==> config.mk <==
export PLATFORM = sky130hd
export DESIGN_NAME = vga_tile_reader
export DESIGN_NICKNAME = d
export VERILOG_FILES = /design/src/rtl/vga_pkg.sv /design/src/rtl/vga_timing_gen.sv /design/src/rtl/vga_tile_reader.sv
export SDC_FILE = /design/constraint.sdc
export NUM_CORES = 1
export LEC_CHECK = 0
export CORE_UTILIZATION = 35
export DETAILED_ROUTE_END_ITERATION = 8
export SETUP_SLACK_MARGIN = 0.3
export SYNTH_ARGS = -nofsm -noshare
export SYNTH_HDL_FRONTEND = slang
export SYNTH_SLANG_ARGS = --single-unit
==> constraint.sdc <==
create_clock -name clk_25MHz -period 2.7 [get_ports clk_25MHz]
set_input_delay 0.54 -clock clk_25MHz [delete_from_list [all_inputs] [get_ports clk_25MHz]]
set_output_delay 0.54 -clock clk_25MHz [all_outputs]
set_load 0.005 [all_outputs]
==> src/rtl/vga_pkg.sv <==
// vga_pkg: shared constants and helpers for the tile scan-out engine.
// Holds default 640x480@60 timing, RGB332 field positions, the palette
// reset pattern and the legal read-latency window.
package vga_pkg;

  // Default 640x480 timing (pixels / lines)
  localparam int unsigned DEF_H_ACTIVE = 640;
  localparam int unsigned DEF_H_FP     = 16;
  localparam int unsigned DEF_H_SYNC   = 96;
  localparam int unsigned DEF_H_BP     = 48;
  localparam int unsigned DEF_V_ACTIVE = 480;
  localparam int unsigned DEF_V_FP     = 10;
  localparam int unsigned DEF_V_SYNC   = 2;
  localparam int unsigned DEF_V_BP     = 33;

  // RGB332 field slice positions inside a tile byte
  localparam int unsigned R_MSB = 7;
  localparam int unsigned R_LSB = 5;
  localparam int unsigned G_MSB = 4;
  localparam int unsigned G_LSB = 2;
  localparam int unsigned B_MSB = 1;
  localparam int unsigned B_LSB = 0;

  // Tile RAM read latency window supported by the sync/blank pipeline
  localparam int unsigned RD_LAT_MIN = 1;
  localparam int unsigned RD_LAT_MAX = 4;

  // Palette entry reset value: a grey-ish ramp derived from the index
  function automatic logic [7:0] pal_reset_value(input logic [3:0] idx);
    return {idx[3:1], idx[3:1], idx[3:2]};
  endfunction

endpackage

==> src/rtl/vga_timing_gen.sv <==
// vga_timing_gen: free-running h/v counters with raw (undelayed) sync,
// active flag and a registered frame_start pulse at (0,0).
// frame_start stays low on the first (0,0) after reset so the first
// pulse arrives one full frame after reset release.
module vga_timing_gen
  import vga_pkg::*;
#(
  parameter int unsigned H_ACTIVE = DEF_H_ACTIVE,
  parameter int unsigned H_FP     = DEF_H_FP,
  parameter int unsigned H_SYNC   = DEF_H_SYNC,
  parameter int unsigned H_BP     = DEF_H_BP,
  parameter int unsigned V_ACTIVE = DEF_V_ACTIVE,
  parameter int unsigned V_FP     = DEF_V_FP,
  parameter int unsigned V_SYNC   = DEF_V_SYNC,
  parameter int unsigned V_BP     = DEF_V_BP,
  parameter int unsigned H_W      = 10,
  parameter int unsigned V_W      = 10,
  parameter bit          HS_POL   = 1'b0,
  parameter bit          VS_POL   = 1'b0
) (
  input  logic           i_clk,
  input  logic           i_reset,
  output logic [H_W-1:0] o_h,
  output logic [V_W-1:0] o_v,
  output logic           o_hs_raw,
  output logic           o_vs_raw,
  output logic           o_active,
  output logic           o_frame_start
);

  localparam int unsigned H_TOTAL = H_ACTIVE + H_FP + H_SYNC + H_BP;
  localparam int unsigned V_TOTAL = V_ACTIVE + V_FP + V_SYNC + V_BP;
  localparam int unsigned HS_BEG  = H_ACTIVE + H_FP;
  localparam int unsigned HS_END  = H_ACTIVE + H_FP + H_SYNC;
  localparam int unsigned VS_BEG  = V_ACTIVE + V_FP;
  localparam int unsigned VS_END  = V_ACTIVE + V_FP + V_SYNC;

  logic [H_W-1:0] r_h;
  logic [V_W-1:0] r_v;
  logic           r_frame_start;
  logic [H_W-1:0] w_h_next;
  logic [V_W-1:0] w_v_next;

  // Next counter position: h wraps at line end, v steps on h wrap
  always_comb begin
    w_h_next = r_h;
    w_v_next = r_v;
    if (r_h == H_W'(H_TOTAL - 1)) begin
      w_h_next = H_W'(0);
      if (r_v == V_W'(V_TOTAL - 1)) begin
        w_v_next = V_W'(0);
      end else begin
        w_v_next = r_v + V_W'(1);
      end
    end else begin
      w_h_next = r_h + H_W'(1);
      w_v_next = r_v;
    end
  end

  // Counter state and frame_start pulse registered alongside it
  always_ff @(posedge i_clk) begin
    if (i_reset) begin
      r_h           <= H_W'(0);
      r_v           <= V_W'(0);
      r_frame_start <= 1'b0;
    end else begin
      r_h           <= w_h_next;
      r_v           <= w_v_next;
      r_frame_start <= (w_h_next == H_W'(0)) && (w_v_next == V_W'(0));
    end
  end

  // Raw sync levels and visible-area flag for the current position
  always_comb begin
    if ((r_h >= H_W'(HS_BEG)) && (r_h < H_W'(HS_END))) begin
      o_hs_raw = HS_POL;
    end else begin
      o_hs_raw = ~HS_POL;
    end
    if ((r_v >= V_W'(VS_BEG)) && (r_v < V_W'(VS_END))) begin
      o_vs_raw = VS_POL;
    end else begin
      o_vs_raw = ~VS_POL;
    end
    o_active = (r_h < H_W'(H_ACTIVE)) && (r_v < V_W'(V_ACTIVE));
  end

  assign o_h           = r_h;
  assign o_v           = r_v;
  assign o_frame_start = r_frame_start;

endmodule

==> src/rtl/vga_tile_reader.sv <==
// vga_tile_reader: tile-framebuffer scan-out. Walks the tile RAM with
// incremental column/row-base counters, delays sync/blank to match the
// RAM latency and registers RGB332 onto the VGA pins.
// Optional feature macro: VGA_TILE_PALETTE_EN (16-entry palette, pal_* ports).
module vga_tile_reader
  import vga_pkg::*;
#(
  parameter int unsigned H_ACTIVE   = DEF_H_ACTIVE,
  parameter int unsigned H_FP       = DEF_H_FP,
  parameter int unsigned H_SYNC     = DEF_H_SYNC,
  parameter int unsigned H_BP       = DEF_H_BP,
  parameter int unsigned V_ACTIVE   = DEF_V_ACTIVE,
  parameter int unsigned V_FP       = DEF_V_FP,
  parameter int unsigned V_SYNC     = DEF_V_SYNC,
  parameter int unsigned V_BP       = DEF_V_BP,
  parameter int unsigned TILE_SHIFT = 4,
  parameter int unsigned ADDR_WIDTH = 11,
  parameter int unsigned RD_LATENCY = 1,
  parameter bit          HS_POL     = 1'b0,
  parameter bit          VS_POL     = 1'b0
) (
  input  logic                  clk_25MHz,
  input  logic                  reset,
  input  logic                  enable,
  output logic [ADDR_WIDTH-1:0] r_address,
  input  logic [7:0]            DATA,
  output logic                  VGA_HS,
  output logic                  VGA_VS,
  output logic [2:0]            VGA_R,
  output logic [2:0]            VGA_G,
  output logic [1:0]            VGA_B,
  output logic                  frame_start
`ifdef VGA_TILE_PALETTE_EN
  ,
  input  logic                  pal_mode,
  input  logic                  pal_we,
  input  logic [3:0]            pal_idx,
  input  logic [7:0]            pal_data
`endif
);

  localparam int unsigned H_TOTAL = H_ACTIVE + H_FP + H_SYNC + H_BP;
  localparam int unsigned V_TOTAL = V_ACTIVE + V_FP + V_SYNC + V_BP;
  localparam int unsigned H_W     = $clog2(H_TOTAL);
  localparam int unsigned V_W     = $clog2(V_TOTAL);
  localparam int unsigned TILES_X = H_ACTIVE >> TILE_SHIFT;
  localparam int unsigned TILES_Y = V_ACTIVE >> TILE_SHIFT;

  if ((RD_LATENCY < RD_LAT_MIN) || (RD_LATENCY > RD_LAT_MAX)) begin : g_bad_rd_latency
    $error("vga_tile_reader: RD_LATENCY outside supported range");
  end
  if ((TILES_X * TILES_Y) > (1 << ADDR_WIDTH)) begin : g_bad_addr_width
    $error("vga_tile_reader: ADDR_WIDTH too small for tile map");
  end

  logic [H_W-1:0]        w_h;
  logic [V_W-1:0]        w_v;
  logic                  w_hs_raw;
  logic                  w_vs_raw;
  logic                  w_active;
  logic                  w_frame_start;
  logic                  w_line_end;
  logic                  w_frame_end;
  logic                  w_next_line_active;
  logic [ADDR_WIDTH-1:0] r_col;
  logic [ADDR_WIDTH-1:0] r_row_base;
  logic                  r_en_q;
  logic [RD_LATENCY:0]   r_hs_d;
  logic [RD_LATENCY:0]   r_vs_d;
  logic [RD_LATENCY-1:0] r_act_d;
  logic [7:0]            w_pix;

  vga_timing_gen #(
    .H_ACTIVE (H_ACTIVE), .H_FP (H_FP), .H_SYNC (H_SYNC), .H_BP (H_BP),
    .V_ACTIVE (V_ACTIVE), .V_FP (V_FP), .V_SYNC (V_SYNC), .V_BP (V_BP),
    .H_W (H_W), .V_W (V_W), .HS_POL (HS_POL), .VS_POL (VS_POL)
  ) u_timing (
    .i_clk         (clk_25MHz),
    .i_reset       (reset),
    .o_h           (w_h),
    .o_v           (w_v),
    .o_hs_raw      (w_hs_raw),
    .o_vs_raw      (w_vs_raw),
    .o_active      (w_active),
    .o_frame_start (w_frame_start)
  );

  assign w_line_end  = (w_h == H_W'(H_TOTAL - 1));
  assign w_frame_end = w_line_end && (w_v == V_W'(V_TOTAL - 1));
  // Column only rewinds when the coming line is visible, so the address
  // holds its last in-range value through vertical blanking.
  assign w_next_line_active = (w_v < V_W'(V_ACTIVE - 1)) || (w_v == V_W'(V_TOTAL - 1));

  // Tile address walk: column steps per tile, row base steps per tile row
  always_ff @(posedge clk_25MHz) begin
    if (reset) begin
      r_col      <= ADDR_WIDTH'(0);
      r_row_base <= ADDR_WIDTH'(0);
    end else if (w_line_end) begin
      if (w_next_line_active) begin
        r_col <= ADDR_WIDTH'(0);
      end else begin
        r_col <= r_col;
      end
      if (w_frame_end) begin
        r_row_base <= ADDR_WIDTH'(0);
      end else if ((&w_v[TILE_SHIFT-1:0]) && (w_v < V_W'(V_ACTIVE - 1))) begin
        r_row_base <= r_row_base + ADDR_WIDTH'(TILES_X);
      end else begin
        r_row_base <= r_row_base;
      end
    end else if ((w_v < V_W'(V_ACTIVE)) && (w_h < H_W'(H_ACTIVE - 1)) &&
                 (&w_h[TILE_SHIFT-1:0])) begin
      r_col <= r_col + ADDR_WIDTH'(1);
    end else begin
      r_col <= r_col;
    end
  end

  assign r_address = r_row_base + r_col;

  // Video enable is only taken at frame start, never mid-frame
  always_ff @(posedge clk_25MHz) begin
    if (reset) begin
      r_en_q <= 1'b0;
    end else if (w_frame_start) begin
      r_en_q <= enable;
    end else begin
      r_en_q <= r_en_q;
    end
  end

  // Sync/active delay line matched to RAM latency plus the colour register
  always_ff @(posedge clk_25MHz) begin
    if (reset) begin
      r_hs_d  <= {(RD_LATENCY + 1){~HS_POL}};
      r_vs_d  <= {(RD_LATENCY + 1){~VS_POL}};
      r_act_d <= {RD_LATENCY{1'b0}};
    end else begin
      r_hs_d  <= {r_hs_d[RD_LATENCY-1:0], w_hs_raw};
      r_vs_d  <= {r_vs_d[RD_LATENCY-1:0], w_vs_raw};
      r_act_d <= RD_LATENCY'({r_act_d, w_active});
    end
  end

  assign VGA_HS = r_hs_d[RD_LATENCY];
  assign VGA_VS = r_vs_d[RD_LATENCY];

`ifdef VGA_TILE_PALETTE_EN
  logic [7:0] r_pal [16];

  // Palette register file: reset ramp, single write port
  always_ff @(posedge clk_25MHz) begin
    if (reset) begin
      for (int i = 0; i < 16; i++) begin
        r_pal[i] <= pal_reset_value(4'(i));
      end
    end else if (pal_we) begin
      r_pal[pal_idx] <= pal_data;
    end else begin
      r_pal[pal_idx] <= r_pal[pal_idx];
    end
  end

  // Pixel source: palette lookup on the low nibble or direct RGB332
  always_comb begin
    if (pal_mode) begin
      w_pix = r_pal[DATA[3:0]];
    end else begin
      w_pix = DATA;
    end
  end
`else
  // Pixel source: tile byte is direct RGB332
  always_comb begin
    w_pix = DATA;
  end
`endif

  // Colour register: visible and enabled pixels pass, all else is black
  always_ff @(posedge clk_25MHz) begin
    if (reset) begin
      VGA_R <= 3'b000;
      VGA_G <= 3'b000;
      VGA_B <= 2'b00;
    end else if (r_act_d[RD_LATENCY-1] && r_en_q) begin
      VGA_R <= w_pix[R_MSB:R_LSB];
      VGA_G <= w_pix[G_MSB:G_LSB];
      VGA_B <= w_pix[B_MSB:B_LSB];
    end else begin
      VGA_R <= 3'b000;
      VGA_G <= 3'b000;
      VGA_B <= 2'b00;
    end
  end

  assign frame_start = w_frame_start;

endmodule
==> impl_results.md <==
* Post-Synth XOR/XNOR Area at 0.0948
* Post-route antenna net violation count at 0
* Largest cells by area after synthesis: dfxtp_1, ha_1, xnor2_1, nor2_1, xor2_1
* Adder-cell share of the synthesized area at 0.0611
* Core area at 7810 sq um
* Worst Skew at 0.0116 ns
* Count leader, synth: dfxtp_1
* CTS tree: done
* Row count at 32
* Hold/Removal Path Class: reg2reg
* DRC errors left at 0
* Setup_tns at 0 ns
* Seq cells post-synth at 54
* Crit Reg-Reg Startpoint: u_timing.o_v[0]$_SDFF_PP0_
* Tcrit/Tclk final at 0.932
* Root buf cell: clkbuf_8
* Arr. time, crit path at 1.98 ns
* Worst hold slack at 0.416 ns
* EDFF count, synth at 0
* Worst Hold Launch: r_vs_d[0]$_SDFF_PP1_
* Gpl congestion at 0.902
* Num CTS Buffers at 5
* Starting density of the core at 0.367
* Area delta synth->final at 25.4%
* RR Endpoint: r_row_base[10]$_SDFFE_PP0P_
* Post-synthesis mux area share at 0.0105
* Ys async rst share at 0
* Port Buf Inserts at 32
* Seq/Total Area, Yosys at 0.377
* Die area at 8550 sq um
* Hpwl dp at 4.43 mm
* Total number of yosys warnings at 0
* First drt pass iteration count at 4
* GRT Residual Overflow at 0
* Crit path launch type: register
* Mean area per synthesized cell at 8.58 sq um
* Cells after synthesis at 334
* Die Y at 92.5 um
* Critical path fanouts, max at 2
* Post-Synth Simple-Gate Area at 0.270
* WL/cell at 13.4 um
* Clock latency on the worst-skew pair at 0.31 ns
* Syn nets at 359
* Number of clock sinks at 54
* Hold path cells at 1
* Synth Area in Compound Gates at 0.137
* Crit end category: output pin
* Total Wirelength at 6.32 mm
* Routed via count at 2443
* Clk slew on worst S/H paths at 0.10 ns
* WS Path Type: reg2out
* Largest family of logic cells by synthesized area: simple AND/OR/NAND/NOR gates
* Worst-Margin Slew at 0.560 ns
* Flop2flop setup slack at 0.43 ns
* Vias in the first global route at 2297
* Hold Buf Count CTS at 0
* Leakage power at 1.34 nW
* Top Ports at 33
* Status: finished, final reports clean
* Number of antenna violations at the first check in global routing at 0
* Util after Layout at 0.460
* DR iter-0 viols at 133
* Final hold vios at 0
* Via-to-Cell Ratio at 5.18
* Top cells by count, synth: dfxtp_1, nor2_1, a21oi_1
* RSZ-0062 raised after global routing: true
* Synth area leader: dfxtp_1
* Total power per unit cell area at 368 nW/um^2
* Worst VDD drop at 0.000285 V
* # setup viols final at 0
* Synth Flop Type: dfxtp_1
* Worst endpoint required time at 2.16 ns
* Global-route wire length before repair at 10.8 mm
* Clock Tree Buf Depth at 2
* N_diodes at 0
* Top-area cell type share of the netlist area at 0.377
* Largest net degree at the start of global routing at 25
* Share of cells above drive strength 1 at 0.184
* Max_cap viols at 0
* Slew Limit Fails at 0
* Synth cell types at 52
* Worst Reg-to-Reg Cells at 7
* Total global routing track utilization at 0.155
* Fmax at 397 MHz
* Slew headroom at 0.626
* H-Tree Depth at 2
* Final min period at 2.52 ns
* Netlist Area Pre-Place at 2870 sq um
* Hold EP: r_vs_d[1]$_SDFF_PP1_
* NumNets Final at 394
* Crit path launch: r_row_base[3]$_SDFFE_PP0P_
* Die Span X at 92.5 um
[worst max-delay path: stages (launching register included)]
cell	delay, ns
dfxtp_2	0.35
ha_4	0.18
a31oi_4	0.18
o21bai_4	0.08
a41o_1	0.24
nor4_2	0.31
nor3_2	0.09
xnor2_1	0.12
buf_2	0.13
[cell families (layout without fill, tap and decap cells)]
group	after synthesis	after routing
buffers and inverters	31	67
muxes	3	3
other	1	1
and+or+nand+nor	137	137
adders and majority gates	14	14
DFF	54	54
xor gates and xnor gates	31	31
AOI/OAI and AO/OA	63	63
[cells in the final DEF, fill, tap and decap left out, drive strengths merged, types with 2 or more instances in the layout]
master         netlist  final
o31ai                5      5
and2                 8      8
and3                 6      6
dfxtp               54     54
a41o                 3      3
clkbuf              14      6
and4                 2      2
nor4                 5      5
clkdlybuf4s50        0     27
o211ai               3      3
clkinv               0      2
nor2                36     36
nand3               17     17
mux2i                3      3
nand4                9      9
nand2               19     19
buf                  7     20
xor2                14     14
a21oi               24     24
or2                  3      3
nor3                13     13
ha                  14     14
o2111ai              2      2
or4                  5      5
o21ai               14     14
or3                  5      5
inv                 10     11
o21bai               4      4
xnor2               17     17
[layer usage]
| layer | vias up | track usage | wire length (um) |
|---|---|---|---|
| li1 | 1251 | - | - |
| met1 | 1145 | 0.204 | 3110 |
| met2 | 40 | 0.255 | 2960 |
| met3 | 7 | 0.0328 | 184 |
| met4 | 0 | 0.0404 | 71 |
| met5 | - | 0 | 0 |
[state kept, by name (all words and copies together), names as in the netlist, 2 cells and up]
signal / cells
u_timing.o_h: 10
r_row_base: 8
u_timing.o_v: 10
VGA_B: 2
VGA_R: 3
r_col: 11
r_vs_d: 2
VGA_G: 3
r_hs_d: 2
[through the flow]
stage | setup slack (ns) | cell area (sq um) | power (W) | instances
2_1_floorplan | 0.566 | 2870 | 0.000841 | 334
3_3_place_gp | 0.125 | 3280 | 0.000864 | 456
3_5_place_dp | 0.0829 | 3280 | 0.000865 | 456
4_1_cts | 0.172 | 3530 | 0.00135 | 470
5_1_grt | 0.0649 | 3590 | 0.00138 | 472
6_report | 0.183 | 3590 | 0.00132 | 472
[what timing repair did]
item | in CTS | in global routing
pin swaps | 10 | 9
setup endpoints to repair | 6 | 5
setup buffers | 6 | 2
gates resized for setup | 34 | 20
[layout make-up]
cell class / count / area, sq um
fill: 754 / 4210
sequential: 54 / 1100
timing repair buffer: 49 / 427
tap: 102 / 128
inverter: 10 / 37.5
clock inverter: 3 / 28.8
multi-input combinational: 249 / 1800
clock buffer: 5 / 68.8
[how the worst max path moves through the flow]
stage / slack [ns] / to
after global routing: 0.06 / r_address[10]
after floorplan: 0.57 / r_row_base[10]$_SDFFE_PP0P_
after detailed placement: 0.08 / r_address[10]
final: 0.18 / r_address[10]
after global placement: 0.13 / r_address[10]
after CTS: 0.17 / r_address[10]
[power by group]
part / internal, W / switching, W
combinational: 0.0000223 / 0.0000191
sequential: 0.000798 / 0.00000353
clock: 0.000193 / 0.000286
total: 0.00101 / 0.000309
No activity file was read; power rests on OpenSTA's default activity.
